[src/rtl/calc_pkg.sv]
// Shared constants, rx state encoding and bit-timing helpers for the calculator UART path.
package calc_pkg;

  localparam logic [7:0] ASCII_CR = 8'h0D;
  localparam logic [7:0] ASCII_LF = 8'h0A;

  typedef enum logic [2:0] {
    StIdle,
    StStart,
    StData,
    StParity,
    StStop,
    StWaitHigh
  } rx_state_e;

  function automatic int unsigned calc_cpb(input int unsigned clk_hz, input int unsigned bit_rate);
    return clk_hz / bit_rate;
  endfunction

  function automatic int unsigned calc_half(input int unsigned clk_hz, input int unsigned bit_rate);
    return calc_cpb(clk_hz, bit_rate) / 2;
  endfunction

endpackage

[src/rtl/uart_rx.sv]
// UART character receiver: 2-FF synchroniser, rx FSM, byte_valid / frame_err strobes.
// Build macro RX_PARITY_EN adds an even-parity bit between the data and stop bits.
module uart_rx
  import calc_pkg::*;
#(
  parameter int unsigned ClkHz       = 100_000_000,
  parameter int unsigned BitRate     = 9_600,
  parameter int unsigned PayloadBits = 8
) (
  input  logic                   clk_i,
  input  logic                   rst_ni,
  input  logic                   rxd_i,
  output logic [PayloadBits-1:0] data_o,
  output logic                   byte_valid_o,
  output logic                   frame_err_o,
  output logic                   busy_o,
  output logic                   rxd_sync_o
);

  localparam int unsigned Cpb  = calc_cpb(ClkHz, BitRate);
  localparam int unsigned Half = calc_half(ClkHz, BitRate);
  localparam int unsigned CntW = (Cpb > 1) ? $clog2(Cpb) : 1;
  localparam int unsigned BitW = $clog2(PayloadBits + 1);

  localparam logic [CntW-1:0] CpbLast  = CntW'(Cpb - 1);
  localparam logic [CntW-1:0] HalfLast = CntW'(Half - 1);
  localparam logic [BitW-1:0] BitsLast = BitW'(PayloadBits - 1);

  logic sync1_q, sync2_q, prev_q;
  rx_state_e state_q, state_d;
  logic [CntW-1:0] cnt_q, cnt_d;
  logic [BitW-1:0] bit_q, bit_d;
  logic [PayloadBits-1:0] shift_q, shift_d;
  logic stop_sample, stop_ok;

  // State register; synchroniser flops reset high to match an idle line.
  always_ff @(posedge clk_i or negedge rst_ni) begin
    if (!rst_ni) begin
      sync1_q <= 1'b1;
      sync2_q <= 1'b1;
      prev_q  <= 1'b1;
      state_q <= StIdle;
      cnt_q   <= '0;
      bit_q   <= '0;
      shift_q <= '0;
    end else begin
      sync1_q <= rxd_i;
      sync2_q <= sync1_q;
      prev_q  <= sync2_q;
      state_q <= state_d;
      cnt_q   <= cnt_d;
      bit_q   <= bit_d;
      shift_q <= shift_d;
    end
  end

`ifdef RX_PARITY_EN
  logic parity_q, parity_d;

  always_ff @(posedge clk_i or negedge rst_ni) begin
    if (!rst_ni) begin
      parity_q <= 1'b0;
    end else begin
      parity_q <= parity_d;
    end
  end

  // A parity mismatch is reported at the stop sample, exactly like a bad stop bit.
  assign stop_ok = sync2_q && (parity_q == ^shift_q);
`else
  assign stop_ok = sync2_q;
`endif

  assign stop_sample = (state_q == StStop) && (cnt_q == CpbLast);

  always_comb begin
    state_d = state_q;
    cnt_d   = cnt_q + 1'b1;
    bit_d   = bit_q;
    shift_d = shift_q;
`ifdef RX_PARITY_EN
    parity_d = parity_q;
`endif
    unique case (state_q)
      StIdle: begin
        cnt_d = '0;
        if (prev_q && !sync2_q) begin
          state_d = StStart;
          bit_d   = '0;
        end
      end
      StStart: begin
        if (cnt_q == HalfLast) begin
          cnt_d   = '0;
          state_d = sync2_q ? StIdle : StData;
        end
      end
      StData: begin
        if (cnt_q == CpbLast) begin
          cnt_d   = '0;
          shift_d = {sync2_q, shift_q[PayloadBits-1:1]};
          bit_d   = bit_q + 1'b1;
          if (bit_q == BitsLast) begin
`ifdef RX_PARITY_EN
            state_d = StParity;
`else
            state_d = StStop;
`endif
          end
        end
      end
`ifdef RX_PARITY_EN
      StParity: begin
        if (cnt_q == CpbLast) begin
          cnt_d    = '0;
          parity_d = sync2_q;
          state_d  = StStop;
        end
      end
`endif
      StStop: begin
        if (stop_sample) begin
          cnt_d   = '0;
          state_d = stop_ok ? StIdle : StWaitHigh;
        end
      end
      StWaitHigh: begin
        cnt_d = '0;
        if (sync2_q) state_d = StIdle;
      end
      default: begin
        cnt_d   = '0;
        state_d = StIdle;
      end
    endcase
  end

  always_comb begin
    byte_valid_o = stop_sample && stop_ok;
    frame_err_o  = stop_sample && !stop_ok;
    busy_o       = (state_q != StIdle);
    rxd_sync_o   = sync2_q;
    data_o       = shift_q;
  end

endmodule

[src/rtl/receiver_calc.sv]
// Calculator UART receive path: packs received bytes into a message, terminated by CR or a
// full buffer. Build macro RX_PARITY_EN enables even parity in the character receiver.
module receiver_calc
  import calc_pkg::*;
#(
  parameter int unsigned DATASIZE     = 128,
  parameter int unsigned CLK_HZ       = 100_000_000,
  parameter int unsigned BIT_RATE     = 9_600,
  parameter int unsigned PAYLOAD_BITS = 8
) (
  input  logic                          clk,
  input  logic                          resetn,
  input  logic                          rxd_pin,
  output logic [DATASIZE-1:0]           msg_data,
  output logic [$clog2(DATASIZE/8):0]   msg_len,
  output logic                          msg_valid,
  output logic                          frame_err,
  output logic                          overflow,
  output logic [3:0]                    led
);

  localparam int unsigned MaxBytes = DATASIZE / 8;
  localparam int unsigned LenW     = $clog2(MaxBytes) + 1;

  logic [PAYLOAD_BITS-1:0] rx_data;
  logic [7:0] rx_byte;
  logic rx_valid, rx_frame_err, rx_busy, rx_sync;

  uart_rx #(
    .ClkHz      (CLK_HZ),
    .BitRate    (BIT_RATE),
    .PayloadBits(PAYLOAD_BITS)
  ) u_uart_rx (
    .clk_i       (clk),
    .rst_ni      (resetn),
    .rxd_i       (rxd_pin),
    .data_o      (rx_data),
    .byte_valid_o(rx_valid),
    .frame_err_o (rx_frame_err),
    .busy_o      (rx_busy),
    .rxd_sync_o  (rx_sync)
  );

  assign rx_byte = 8'(rx_data);

  logic [DATASIZE-1:0] work_q, work_d, msg_data_q, msg_data_d, shifted;
  logic [LenW-1:0] cnt_q, cnt_d, msg_len_q, msg_len_d, cnt_inc;
  logic msg_valid_q, msg_valid_d, overflow_q, overflow_d;
  logic frame_err_q, frame_err_d, sticky_q, sticky_d;
  logic is_cr, full;

  always_ff @(posedge clk or negedge resetn) begin
    if (!resetn) begin
      work_q      <= '0;
      cnt_q       <= '0;
      msg_data_q  <= '0;
      msg_len_q   <= '0;
      msg_valid_q <= 1'b0;
      overflow_q  <= 1'b0;
      frame_err_q <= 1'b0;
      sticky_q    <= 1'b0;
    end else begin
      work_q      <= work_d;
      cnt_q       <= cnt_d;
      msg_data_q  <= msg_data_d;
      msg_len_q   <= msg_len_d;
      msg_valid_q <= msg_valid_d;
      overflow_q  <= overflow_d;
      frame_err_q <= frame_err_d;
      sticky_q    <= sticky_d;
    end
  end

  always_comb begin
    shifted     = {work_q[DATASIZE-9:0], rx_byte};
    cnt_inc     = cnt_q + 1'b1;
    is_cr       = (rx_byte == ASCII_CR);
    full        = (cnt_inc == LenW'(MaxBytes));
    work_d      = work_q;
    cnt_d       = cnt_q;
    msg_data_d  = msg_data_q;
    msg_len_d   = msg_len_q;
    msg_valid_d = 1'b0;
    overflow_d  = 1'b0;
    frame_err_d = rx_frame_err;
    sticky_d    = sticky_q | rx_frame_err;
    if (rx_frame_err) begin
      // Abort the partial message; the last completed message stays visible.
      work_d = '0;
      cnt_d  = '0;
    end else if (rx_valid) begin
      if (is_cr || full) begin
        msg_data_d  = shifted;
        msg_len_d   = cnt_inc;
        msg_valid_d = 1'b1;
        overflow_d  = !is_cr;
        sticky_d    = sticky_q | !is_cr;
        work_d      = '0;
        cnt_d       = '0;
      end else begin
        work_d = shifted;
        cnt_d  = cnt_inc;
      end
    end
  end

  assign msg_data  = msg_data_q;
  assign msg_len   = msg_len_q;
  assign msg_valid = msg_valid_q;
  assign overflow  = overflow_q;
  assign frame_err = frame_err_q;
  assign led       = {rx_sync, sticky_q, (cnt_q != '0), rx_busy};

endmodule

[config.mk]
export PLATFORM = sky130hd
export DESIGN_NAME = receiver_calc
export DESIGN_NICKNAME = d
export VERILOG_FILES = /design/src/rtl/calc_pkg.sv /design/src/rtl/uart_rx.sv /design/src/rtl/receiver_calc.sv
export SDC_FILE = /design/constraint.sdc
export NUM_CORES = 1
export LEC_CHECK = 0
export CORE_MARGIN = 2
export CORE_UTILIZATION = 54
export CTS_BUF_LIST = sky130_fd_sc_hd__clkbuf_8
export DETAILED_ROUTE_END_ITERATION = 12
export GPL_TIMING_DRIVEN = 0
export MAX_ROUTING_LAYER = met4
export PLACE_DENSITY = 0.84
export REMOVE_ABC_BUFFERS = 1
export SETUP_SLACK_MARGIN = 0.02
export SYNTH_ARGS = -nofsm -noshare
export SYNTH_HDL_FRONTEND = slang
export SYNTH_SLANG_ARGS = --single-unit
[constraint.sdc]
create_clock -name clk -period 5.05 [get_ports clk]
set_clock_uncertainty 0.05 [all_clocks]
set_input_delay 0.505 -clock clk [delete_from_list [all_inputs] [get_ports clk]]
set_output_delay 0.505 -clock clk [all_outputs]
set_load 0.005 [all_outputs]
==> results_dict.tcl <==
set metrics [dict create \
    final_common_cell "dfrtp_1" \
    comb_power_share 0.039 \
    worst_slack_ps 1796 \
    highest_layer "met4" \
    crit_path_frequent_cell "buf_16" \
    startpoint_type "register" \
    ff2ff_path_depth 10 \
    cts_tree "done" \
    wl_met1_um 10340 \
    grt_max_degree 129 \
    wl_met2_um 10480 \
    ys.flop_type "dfrtp_1" \
    grt_overflow 0 \
    ys_seq_area_frac 0.6464 \
    post_cts_resized 0 \
    final_cell_mix "dfrtp_1, clkdlybuf4s50_1, a22o_1" \
    synth_cells 748 \
    worstMarginPinSlew_ps 896.3 \
    synth_area_um2 11390 \
    switching_share 0.2236 \
    postRouteAntennaNets 0 \
    cts_setup_buffers 0 \
    finalMaxSlewViolations 0 \
    p_leak_nw 7.104 \
    hp-class "register to register" \
    critical_path_depth 10 \
    p_seq_frac 0.496 \
    cp_num_buf_inv 4 \
    clk_pin_slew_worst_paths_ps 60 \
    vdd_drop_max_mv 0.2008 \
    outcome "finished clean" \
    rsz0062_at_grt "false" \
    rows 53 \
    timing.final.crit_period_ps 3254 \
    p_total_mw 4.840 \
    synth_edf_count 0 \
    drt-initial-drc-count 351 \
    ys_seq_elements 294 \
    setup_viol 0 \
    worstHoldPathCells 0 \
    cts_sinks 294 \
    synth.avg_cell_area_um2 15.22 \
    routed-via-count 6801 \
    avgRoutedWirePerCell_um 18.36 \
    p_switching_mw 1.082 \
    yosysWarningCount 0 \
    relSlewSlack 0.4002 \
    path_cells "ha_1 -> and4_1 -> and4_1 -> nand2_4 -> nor3b_4 -> buf_8 -> buf_16 -> buf_16 -> buf_16 -> a22o_1" \
    die_h_um 149.2 \
    grt_pass1_vias 7042 \
    syn2layout_area_growth_pct 24.95 \
    io_buffers 142 \
    cap_violations 0 \
    dieArea_um2 22270 \
    met3_wirelength_um 1011 \
    holdWs_ps 307.6 \
    slowest_stage "nor3b_4" \
    crit_fanout 54 \
    ys_async_sr_fraction 1.000 \
    synth.distinct_cells 44 \
    dp_hpwl_um 13460 \
    antenna_found_initial 0 \
    worstPathArrival_ps 3680 \
    cts_made_buffers 48 \
    root_buffer "clkbuf_8" \
    start_util 0.5451 \
    critPathRequiredTime_ps 5480 \
    ios 143 \
    viasPerCell 5.616 \
    crit_type "register to register" \
    p_per_area_nw_per_um2 340.2 \
    internal_power_mw 3.758 \
    path_delay_family "simple AND/OR/NAND/NOR gates" \
    first_pass_iters 4 \
    final_nets 910 \
    pwr-share-clk 0.465 \
    cpPeakStageDelay_ps 600 \
    clkLatencyLatePin_ps 540 \
    finalCritPeriodShare 0.6443 \
    hold_violations 0 \
    preCtsSetupSlack_ps 1822 \
    crit_path_end_kind "register" \
    drc 0 \
    drive_gt1_frac 0.2479 \
    clock.fmax_ghz 0.3073 \
    wl_um 22230 \
    gp_congestion 0.7977 \
    core_area_um2 20890 \
    fp.dieW_um 149.2 \
    n_antenna_cell 0 \
    grt_usage 0.2131 \
    grt_first_pass_wirelength_um 37340 \
    h-tree-depth 2 \
    ctsLongestPathBuffers 3 \
]
## layer usage
layer	vias to the layer above	track usage
li1	3050	-
met1	3544	0.2975
met2	174	0.3242
met3	33	0.04343
met4	0	0.05429
met5	-	-
## Yosys cell counts, types with 2 or more instances
cell,n,area (um^2)
and4_1,4,35.03
dfrtp_1,291,7282
nor3b_1,2,15.01
buf_4,10,75.07
buf_2,13,65.06
nand4_1,3,18.77
clkbuf_1,19,71.32
o21ai_0,7,35.03
and2_1,4,25.02
nor3_1,2,10.01
o31ai_1,2,15.01
nand2b_1,3,18.77
nand2_1,37,138.9
mux2i_1,2,20.02
a21o_1,2,15.01
xor2_1,12,105.1
a22o_1,122,1069
nor4bb_1,2,20.02
a21oi_1,2,10.01
xnor2_1,4,35.03
nor2_1,21,78.83
mux2_2,64,720.7
and3_1,4,25.02
inv_1,4,15.01
buf_6,8,90.09
dfstp_2,3,78.83
nand3_1,11,55.05
ha_1,4,50.05
mux2_4,69,1036
nand4b_1,3,26.28
## sequential cells by signal (all words and copies together) (netlist names)
signal                count
cnt_q                     5
frame_err                 1
msg_data                128
msg_len                   5
msg_valid                 1
overflow                  1
sticky_q                  1
u_uart_rx.bit_q           4
u_uart_rx.cnt_q          14
u_uart_rx.data_o          8
u_uart_rx.prev_q          1
u_uart_rx.rxd_sync_o      1
u_uart_rx.state_q         3
u_uart_rx.sync1_q         1
work_q                  120
## power by group through the flow
stage	Sequential [mW]	Combinational [mW]	Clock, mW
floorplan	2.44	0.0950	0
global placement	2.44	0.176	0
detailed placement	2.44	0.189	0
CTS	2.40	0.192	2.31
global route	2.40	0.218	2.43
finish	2.40	0.187	2.25
## final cells by class
| cell class | instances | area [um^2] |
|---|---|---|
| inverters | 4 | 15.01 |
| flip-flops and latches | 294 | 7361 |
| clock buffers | 63 | 867.1 |
| clock inverters | 20 | 203.9 |
| multi-input cells | 400 | 3724 |
| repair buffers | 155 | 1714 |
| well taps | 275 | 344.1 |
| fillers | 1436 | 6660 |
## stage by stage
step / setup TNS (ps) / instance area (um^2) / std cells / util
global route: 0 / 14230 / 1211 / 0.6812
detailed placement: 0 / 13150 / 1127 / 0.6294
CTS: 0 / 14230 / 1211 / 0.6812
finish: 0 / 14230 / 1211 / 0.6812
floorplan: -274460 / 11090 / 698 / -
global placement: -3378910 / 12850 / 1115 / 0.6152
## worst paths after layout
path / from / end / slack [ps]
max in group asynchronous: resetn / msg_data[77]$_DFFE_PN0P_ / 3450
hold reg to reg: u_uart_rx.sync1_q$_DFF_PN1_ / u_uart_rx.rxd_sync_o$_DFF_PN1_ / 310
min in group asynchronous: resetn / msg_data[120]$_DFFE_PN0P_ / 490
hold / removal: u_uart_rx.sync1_q$_DFF_PN1_ / u_uart_rx.rxd_sync_o$_DFF_PN1_ / 310
setup reg to reg: u_uart_rx.cnt_q[0]$_DFF_PN0_ / work_q[116]$_DFFE_PN0P_ / 1800
setup / recovery: u_uart_rx.cnt_q[0]$_DFF_PN0_ / work_q[116]$_DFFE_PN0P_ / 1800
## cell families (layout without fill, tap and decap cells)
logic type | count (synthesis) | in the layout | share of synthesized area
flops | 294 | 294 | 0.6464
buf+inv | 54 | 242 | 0.02780
simple gates | 104 | 104 | 0.04802
compound gates | 141 | 141 | 0.1050
xor+xnor | 16 | 16 | 0.01231
mux | 135 | 135 | 0.1560
fa+ha+maj | 4 | 4 | 0.004395
## what timing repair did
| item | 4_1_cts | 5_1_grt |
|---|---|---|
| hold buffers | 1 | 0 |
| setup endpoints to repair | 0 | 0 |
| endpoints found under the hold margin | 75 | 0 |
(Power assumes the default switching activity.)
